`config.mk`:
```
export PLATFORM = sky130hd
export DESIGN_NAME = clint_timer
export DESIGN_NICKNAME = d
export VERILOG_FILES = /design/src/rtl/cvw_pkg.sv /design/src/rtl/clint_prescaler.sv /design/src/rtl/clint_timer.sv
export SDC_FILE = /design/constraint.sdc
export NUM_CORES = 1
export LEC_CHECK = 0
export CAP_MARGIN = 5
export CORE_UTILIZATION = 55
export CTS_CLUSTER_DIAMETER = 80
export DETAILED_ROUTE_END_ITERATION = 8
export HOLD_SLACK_MARGIN = 0.02
export PLACE_DENSITY = 0.84
export SLEW_MARGIN = 20
export SYNTH_ARGS = -nofsm -noshare
export SYNTH_HDL_FRONTEND = slang
export SYNTH_SLANG_ARGS = --single-unit
```
`constraint.sdc`:
```
create_clock -name PCLK -period 6.2 [get_ports PCLK]
set_clock_uncertainty 0.2 [all_clocks]
set_input_delay 1.24 -clock PCLK [delete_from_list [all_inputs] [get_ports PCLK]]
set_output_delay 1.24 -clock PCLK [all_outputs]
set_load 0.01 [all_outputs]
```
`src/rtl/cvw_pkg.sv`:
```
// ============================================================================
// cvw_pkg : core configuration type, CLINT register offsets, byte-merge helper
// Rev 1.0
// ============================================================================
`default_nettype none

package cvw_pkg;

    typedef struct packed {
        int unsigned XLEN;
    } cvw_t;

    localparam cvw_t CVW_RV64 = '{XLEN: 64};
    localparam cvw_t CVW_RV32 = '{XLEN: 32};

    localparam logic [15:0] CLINT_MSIP_OFS     = 16'h0000;
    localparam logic [15:0] CLINT_MTIMECMP_OFS = 16'h4000;
    localparam logic [15:0] CLINT_MTIME_OFS    = 16'hBFF8;

    // Replace each byte of old_val whose enable bit is set with the same byte of wdata.
    function automatic logic [63:0] byte_merge(input logic [63:0] old_val,
                                               input logic [63:0] wdata,
                                               input logic [7:0]  be);
        logic [63:0] res;
        res = old_val;
        for (int i = 0; i < 8; i++) begin
            if (be[i]) begin
                res[i*8 +: 8] = wdata[i*8 +: 8];
            end
        end
        return res;
    endfunction

endpackage

`default_nettype wire

```
`src/rtl/clint_prescaler.sv`:
```
// ============================================================================
// clint_prescaler : timebase divider producing a one-cycle mtime tick
// Rev 1.0
// ============================================================================
`default_nettype none

module clint_prescaler #(
    parameter int DIV = 1
) (
    input  logic clk_i,
    input  logic rst_n_i,
    input  logic stop_i,
    input  logic clear_i,
    output logic tick_o
);

    logic [7:0] cnt_q, cnt_d;
    logic       wrap;

    assign wrap   = (cnt_q == 8'(DIV - 1));
    assign tick_o = wrap & ~stop_i;

    // A clear (mtime write) restarts the phase even while time is stopped.
    always_comb begin
        cnt_d = cnt_q;
        if (clear_i) begin
            cnt_d = '0;
        end else if (!stop_i) begin
            cnt_d = wrap ? 8'd0 : cnt_q + 8'd1;
        end
    end

    always_ff @(posedge clk_i or negedge rst_n_i) begin
        if (!rst_n_i) begin
            cnt_q <= '0;
        end else begin
            cnt_q <= cnt_d;
        end
    end

endmodule

`default_nettype wire

```
`src/rtl/clint_timer.sv`:
```
// ============================================================================
// clint_timer : APB core-local interruptor (mtime, mtimecmp, msip)
// Rev 1.0
// ============================================================================
`default_nettype none

module clint_timer
    import cvw_pkg::*;
#(
    parameter cvw_t P            = CVW_RV64,
    parameter int   TIMEBASE_DIV = 1
) (
    input  logic                  PCLK,
    input  logic                  PRESETn,
    input  logic                  PSEL,
    input  logic [15:0]           PADDR,
    input  logic [P.XLEN-1:0]     PWDATA,
    input  logic [P.XLEN/8-1:0]   PSTRB,
    input  logic                  PWRITE,
    input  logic                  PENABLE,
    input  logic                  DebugStopTime,
    input  logic                  DebugMode,
    output logic [P.XLEN-1:0]     PRDATA,
    output logic                  PREADY,
    output logic [63:0]           MTIME_CLINT,
    output logic                  MTimerInt,
    output logic                  MSwInt
);

    localparam int XLEN = P.XLEN;

    logic [63:0]     mtime_q, mtime_d;
    logic [63:0]     mtimecmp_q, mtimecmp_d;
    logic            msip_q, msip_d;
    logic            mtip_q, mtip_d;
    logic [XLEN-1:0] prdata_q, prdata_d;
    logic [XLEN-1:0] rdata;
    logic [63:0]     wdata64;
    logic [7:0]      mtime_be, mtimecmp_be;
    logic            wr_en, rd_en, stop, tick, msip_we;

    assign wr_en   = PSEL & PENABLE & PWRITE;
    assign rd_en   = PSEL & ~PENABLE;
    assign stop    = DebugMode & DebugStopTime;
    assign msip_we = wr_en & (PADDR == CLINT_MSIP_OFS) & PSTRB[0];

    // Bus lanes are mapped onto the 64-bit registers as byte enables so one merge serves both widths.
    if (XLEN == 64) begin : g_xlen64
        logic hit_cmp, hit_time;

        assign hit_cmp     = (PADDR == CLINT_MTIMECMP_OFS);
        assign hit_time    = (PADDR == CLINT_MTIME_OFS);
        assign wdata64     = PWDATA;
        assign mtimecmp_be = (wr_en && hit_cmp)  ? PSTRB : 8'h00;
        assign mtime_be    = (wr_en && hit_time) ? PSTRB : 8'h00;

        always_comb begin
            rdata = '0;
            if (PADDR == CLINT_MSIP_OFS) begin
                rdata[0] = msip_q;
            end else if (hit_cmp) begin
                rdata = mtimecmp_q;
            end else if (hit_time) begin
                rdata = mtime_q;
            end
        end
    end else begin : g_xlen32
        logic       hit_cmp, hit_time;
        logic [7:0] be_word;

        assign hit_cmp  = ({PADDR[15:3], 3'b000} == CLINT_MTIMECMP_OFS) && (PADDR[1:0] == 2'b00);
        assign hit_time = ({PADDR[15:3], 3'b000} == CLINT_MTIME_OFS) && (PADDR[1:0] == 2'b00);
        assign wdata64  = {PWDATA, PWDATA};
        assign be_word  = PADDR[2] ? {PSTRB, 4'h0} : {4'h0, PSTRB};
        assign mtimecmp_be = (wr_en && hit_cmp)  ? be_word : 8'h00;
        assign mtime_be    = (wr_en && hit_time) ? be_word : 8'h00;

        always_comb begin
            rdata = '0;
            if (PADDR == CLINT_MSIP_OFS) begin
                rdata[0] = msip_q;
            end else if (hit_cmp) begin
                rdata = PADDR[2] ? mtimecmp_q[63:32] : mtimecmp_q[31:0];
            end else if (hit_time) begin
                rdata = PADDR[2] ? mtime_q[63:32] : mtime_q[31:0];
            end
        end
    end

    clint_prescaler #(
        .DIV     (TIMEBASE_DIV)
    ) u_prescaler (
        .clk_i   (PCLK),
        .rst_n_i (PRESETn),
        .stop_i  (stop),
        .clear_i (|mtime_be),
        .tick_o  (tick)
    );

    // A software write to mtime wins over a coincident tick; unwritten bytes are not incremented.
    always_comb begin
        mtime_d = tick ? mtime_q + 64'd1 : mtime_q;
        if (|mtime_be) begin
            mtime_d = byte_merge(mtime_q, wdata64, mtime_be);
        end
        mtimecmp_d = byte_merge(mtimecmp_q, wdata64, mtimecmp_be);
        msip_d     = msip_we ? PWDATA[0] : msip_q;
        mtip_d     = (mtime_d >= mtimecmp_d);
        prdata_d   = rd_en ? rdata : prdata_q;
    end

    always_ff @(posedge PCLK or negedge PRESETn) begin
        if (!PRESETn) begin
            mtime_q    <= '0;
            mtimecmp_q <= '1;
            msip_q     <= 1'b0;
            mtip_q     <= 1'b0;
            prdata_q   <= '0;
        end else begin
            mtime_q    <= mtime_d;
            mtimecmp_q <= mtimecmp_d;
            msip_q     <= msip_d;
            mtip_q     <= mtip_d;
            prdata_q   <= prdata_d;
        end
    end

    assign PRDATA      = prdata_q;
    assign PREADY      = 1'b1;
    assign MTIME_CLINT = mtime_q;
    assign MTimerInt   = mtip_q;
    assign MSwInt      = msip_q;

endmodule

`default_nettype wire

```
---- Yosys cells after proc, flatten, opt, wreduce, memory -nomap -nowiden ----
Index checks and enable logic that the tools add are counted.
storage, ports and cells
  flip-flop bits (word level) ............. 202
  input port bits ......................... 95
operators by class
  equality and inequality tests ........... 3
  multiplexer cells ....................... 27
  reduce and logical (&&, ||, !) cells .... 5
  magnitude comparators ................... 1
  add/sub/neg operators ................... 2
  bitwise logic cells ..................... 9
operators with widths
  cell                                              number
  2-to-1 mux 64 bit                                 4
  2-to-1 mux 8 bit                                  21
  adder 64 x 1 -> 64 bit (second input constant)    1
  greater-or-equal comparator 64 bit                1
  2-to-1 mux 63 bit                                 1
  == test 16 x 15 -> 1 bit (second input constant)  1
  == test 16 bit (second input constant)            1
  logical NOT 16 bit                                1
  adder 8 x 1 -> 8 bit (second input constant)      1
  logical NOT 8 bit                                 1
  OR reduction 8 bit                                1
  AND 1 bit                                         7
  logical AND 1 bit                                 2
  != test 2 bit (second input constant)             1
  inverter 1 bit                                    2
  2-to-1 mux 1 bit                                  1

---- Longest topological paths before layout ----
  word-level depth ........................ 7
  mapped depth ............................ 18

---- Hierarchy ----
From an unflattened synthesis, not the netlist that was laid out.
second synthesis, totals
  cells, all modules ...................... 1240
  area total of the unflattened synthesis .. 11604.9 um^2
modules (own cells, without submodules)
  module           cells each  seq. area each (um^2)  area each (um^2)  instances
  clint_timer      1193        4934.7                 11135.7           1
  clint_prescaler  47          200.2                  469.2             1

---- Worst setup path before layout ----
OpenSTA, ideal clock, no wires.
  kind .................................... input port to flip-flop
  from .................................... input PADDR[1]
  to ...................................... register mtip_q (netlist: MTimerInt)
  slack ................................... 1.467 ns
  arrival time ............................ 4.400 ns
  buffers on the path ..................... 1
  cell stages on the path ................. 14
  setup time .............................. 0.133 ns
  cells stage by stage .................... or3_1 -> clkbuf_1 -> nand4b_1 -> nor3_2 -> nand2_2 -> mux2_2 -> ha_1 -> nand2b_1 -> a2111oi_0 -> o21ai_0 -> nand3_1 -> a311oi_1 -> o311ai_0 -> nand2_1
on the way
  elaborated cells on any way between the ends .. 25
RTL lines
  element                             RTL line            source
  start, declared                     clint_timer.sv:16   input logic [15:0] PADDR,
  == test 16 x 15 -> 1 bit            clint_timer.sv:51   assign hit_cmp = (PADDR == CLINT_MTIMECMP_OFS);
  logical AND 1 bit                   clint_timer.sv:54   assign mtimecmp_be = (wr_en && hit_cmp) ? PSTRB : 8'h00;
  2-to-1 mux 8 bit                    clint_timer.sv:54
  2-to-1 mux 8 bit                    cvw_pkg.sv:27       if (be[i]) begin
  via mtimecmp_d[0]                   clint_timer.sv:33   logic [63:0] mtimecmp_q, mtimecmp_d;
  greater-or-equal comparator 64 bit  clint_timer.sv:108  mtip_d = (mtime_d >= mtimecmp_d);
  via mtip_d                          clint_timer.sv:35   logic mtip_q, mtip_d;
  end signal, assigned                clint_timer.sv:123  mtip_q <= mtip_d;
  end, declared                       clint_timer.sv:35
The timed path passes the listed nets, and every way through them passes these cells.
A chain may end at the register's enable or synchronous reset.

---- Final worst setup path ----
  from .................................... input DebugMode
  to ...................................... register mtip_q (netlist: MTimerInt)
on the way
  cells in the longest elaborated chain, start to end .. 6
ends and longest elaborated chain
  element                             RTL line               source
  start, declared                     clint_timer.sv:22      input logic DebugMode,
  AND 1 bit                           clint_timer.sv:44      assign stop = DebugMode & DebugStopTime;
  inverter 1 bit                      clint_prescaler.sv:21  assign tick_o = wrap & ~stop_i;
  AND 1 bit                           clint_prescaler.sv:21
  2-to-1 mux 64 bit                   clint_timer.sv:102     mtime_d = tick ? mtime_q + 64'd1 : mtime_q;
  2-to-1 mux 64 bit                   clint_timer.sv:103     if (|mtime_be) begin
  via mtime_d[38]                     clint_timer.sv:32      logic [63:0] mtime_q, mtime_d;
  greater-or-equal comparator 64 bit  clint_timer.sv:108
  via mtip_d                          clint_timer.sv:35
The timed path passes the listed nets, and every way through them passes these cells.

==> impl_results.md <==
- Part of the Yosys area used for sequential elements: 0.4385
- RSZ-0062 raised after global routing: false
- Post-Layout Cell Count: around 1.7k
- Simple-Gate Fraction of Synth Area: 0.1785
- Vias in the first global route: roughly 11k
- Syn. warnings: 0
- Clock share of power: 0.431
- Avg Inst Size Synth: 9.505 um2
- Commonest non-fill, non-tap cells in the layout: clkdlybuf4s50_1, dfrtp_1, nand2_1, o21ai_0, inv_1
- Power share of the combinational group: 0.131
- Critical Path Start: DebugMode
- CP arrival: roughly 5.7 ns
- Final period util: 0.8847
- Reg2Reg Setup Slack: roughly 1.2 ns
- Outcome: completed
- Max_cap viols: 0
- Post-Synth XOR/XNOR Area: 0.02169
- Fin nets: between 1.5k and 2k
- Largest net degree at the start of global routing: approximately 130
- Achievable Freq: around 180 MHz
- Max FO, Critical Path: 10
- Fin crit period: 5.485 ns
- Mapped Area: between 10,000 and 15,000 um2
- Ports: about 230
- Reg clk slew, reported paths: 0.06 ns
- CP Capture Type: flop
- Die Span X: 147.9 um
- Max clock buf depth: 3
- Worst R2R Start: u_prescaler.cnt_q[0]$_DFFE_PN0P_
- Postcts setup bufs: 0
- Ys async rst share: 1.000
- Crit path to: MTimerInt$_DFF_PN0_
- Lkg Pwr: approximately 0.0067 uW
- ANT nets after route: 0
- Clock buffer count from CTS: 22
- DR pass1 iterations: 5
- Core Region: 20,960 um2
- Setup violations, final: 0
- Most common cell after layout, fill and taps aside: clkdlybuf4s50_1
- Seq pwr share: 0.438
- Initial Util: 0.5588
- Die Area: 21,880 um2
- Headroom to the max-slew limit: 0.4069
- Psw: approximately 840 uW
- Worst EP required: 6.45 ns
- Drt via density: 6.187
- Height of the die: around 150 um
- Grt total ovfl: 0
- Setup tns final: 0 ns
- Root buffer cell: clkbuf_16
- CP Class: input pin to flop
- Crit path launch type: input pin
- Worst Setup Slack, final: 0.7149 ns
- Post-synthesis mux area share: 0.06443
- DRC Markers: 0
- Slew Limit Fails: 0
- Reg2Reg Depth: 16
- CTS H-tree lvls: 1
- Synth-to-Final Area Change: 29.02%
- First-pass GRT wire length: ~58 mm
- Port bufs: ~220
- Internal power: roughly 2400 uW
- Cell Rows: 53
- CTS tree: done
- Final hold vios: 0
- Vias: 10.80k
- Least-Margin Pin Slew: roughly 0.89 ns
- EDFF count, synth: 0
- Pwr/cell area: between 200 and 250 nW/um2
- Synth unique cells: slightly below 70
- Net count after synthesis: ~1.4k
- Routability congestion estimate: a little under 1
- Initial antenna violation count: 0
- Worst hold path class: flop to flop
- Ys flop type: dfrtp_1
- Placed Cells: 1,703
- Hold_buf cts: 0
- Wire length per cell: around 21 um
- Finished Core Util: 0.7210
- Hpwl dp: roughly 26 mm
- # clock sinks: between 200 and 250
- DRT Wirelength: approximately 36 mm
- Worst-Skew Late Latency: about 0.52 ns
- Complex-gate fraction of the synthesized area: 0.1810
- Layout cell share with drive strength beyond 1: 0.1443
- Peak supply drop: about 210 uV
- Reg2reg end: MTimerInt$_DFF_PN0_
- Sw Share: 0.2606
- Total power: about 3200 uW
- Post-CTS Resized: 0
- Yosys reg bits: ~200
- GRT Total Usage: 0.3325
- DRT iter0 DRCs: roughly 1.0k
- Synthesized instance count: between 1k and 1.5k
- Post-Synth Adder-Cell Area: 0.07159
- Pre-CTS setup slack: approximately 0.38 ns
- Main combinational cell family by area after synthesis: compound AO/OA/AOI/OAI gates
critical path, stage by stage:
cell and delay (ns):
clkdlybuf4s50_1 0.49, nand2_1 0.26, nand4_4 0.22, nor4_4 0.41, buf_4 0.25, nand3_4 0.19, nor2_1 0.19, xnor2_1 0.13
a22oi_1 0.12, ha_1 0.35, nand4_1 0.23, or4_1 0.68, a311oi_1 0.53, o311ai_0 0.27, nand2_1 0.14
synthesized netlist by cell type, types with 36 or more instances:
master / instances / area (um2)
ha_1: 67 / 838.3
nand2_1: 135 / 506.7
mux2i_1: 36 / 360.4
inv_1: 81 / 304.0
o21ai_0: 97 / 485.5
a22oi_1: 80 / 600.6
dfrtp_1: 138 / 3453
nand3_1: 43 / 215.2
dfstp_2: 64 / 1682
nor2_1: 62 / 232.7
a21oi_1: 63 / 315.3
clkbuf_1: 44 / 165.2
state kept, by name, indices dropped and copies added, names as in the netlist:
signal / count
MSwInt: 1
MTIME_CLINT: 64
MTimerInt: 1
PRDATA: 64
mtimecmp_q: 64
u_prescaler.cnt_q: 8
worst min-delay path by stage:
stage	from	endpoint	slack [ns]	cells past startpoint
6_report	PRDATA[56]$_DFFE_PN0P_	PRDATA[56]$_DFFE_PN0P_	0.28	2
5_1_grt	PRDATA[41]$_DFFE_PN0P_	PRDATA[41]$_DFFE_PN0P_	0.30	2
4_1_cts	PRDATA[56]$_DFFE_PN0P_	PRDATA[56]$_DFFE_PN0P_	0.28	2
3_5_place_dp	PRDATA[56]$_DFFE_PN0P_	PRDATA[56]$_DFFE_PN0P_	0.27	2
3_3_place_gp	PRDATA[56]$_DFFE_PN0P_	PRDATA[56]$_DFFE_PN0P_	0.26	2
2_1_floorplan	u_prescaler.cnt_q[4]$_DFFE_PN0P_	u_prescaler.cnt_q[4]$_DFFE_PN0P_	0.31	1
power by group through the flow:
stage | sequential [uW] | combinational [uW] | clock [uW]
detailed placement | 1420 | 407 | 0
global placement | 1420 | 394 | 0
global route | 1400 | 458 | 1450
finish | 1400 | 420 | 1380
CTS | 1400 | 413 | 1390
floorplan | 1410 | 199 | 0
per-stage QoR:
stage	cell area [um2]	hold WS, ns
final	15110	0.2782
after floorplan	11710	0.3064
after global routing	15110	0.3040
after CTS	15080	0.2819
after detailed placement	14320	0.2691
after global placement	14320	0.2613
layer usage:
metal | up-vias | track usage | part of all wire
li1 | 4945 | - | -
met1 | 5287 | 0.4439 | 0.42
met2 | 472 | 0.5455 | 0.48
met3 | 92 | 0.04877 | 0.067
met4 | 0 | 0.1320 | 0.036
met5 | - | 0 | 0
kinds of logic after synthesis:
group                    after synthesis
XOR/XNOR                              29
buffers and inverters                132
adder cells (fa/ha/maj)               67
other                                  1
AND/OR/NAND/NOR                      396
multiplexers                          71
flip-flops                           202
AO/OA/AOI/OAI                        334
final cells by class:
class	instances	area (um2)
fill	1593	5847
timing repair buffer	248	2459
antenna	1	2.502
multi-input combinational	898	6106
clock buffer	35	680.7
clock inverter	5	77.57
tap	275	344.1
sequential	202	5135
inverter	81	304.0
No activity file was read; power rests on OpenSTA's default activity.
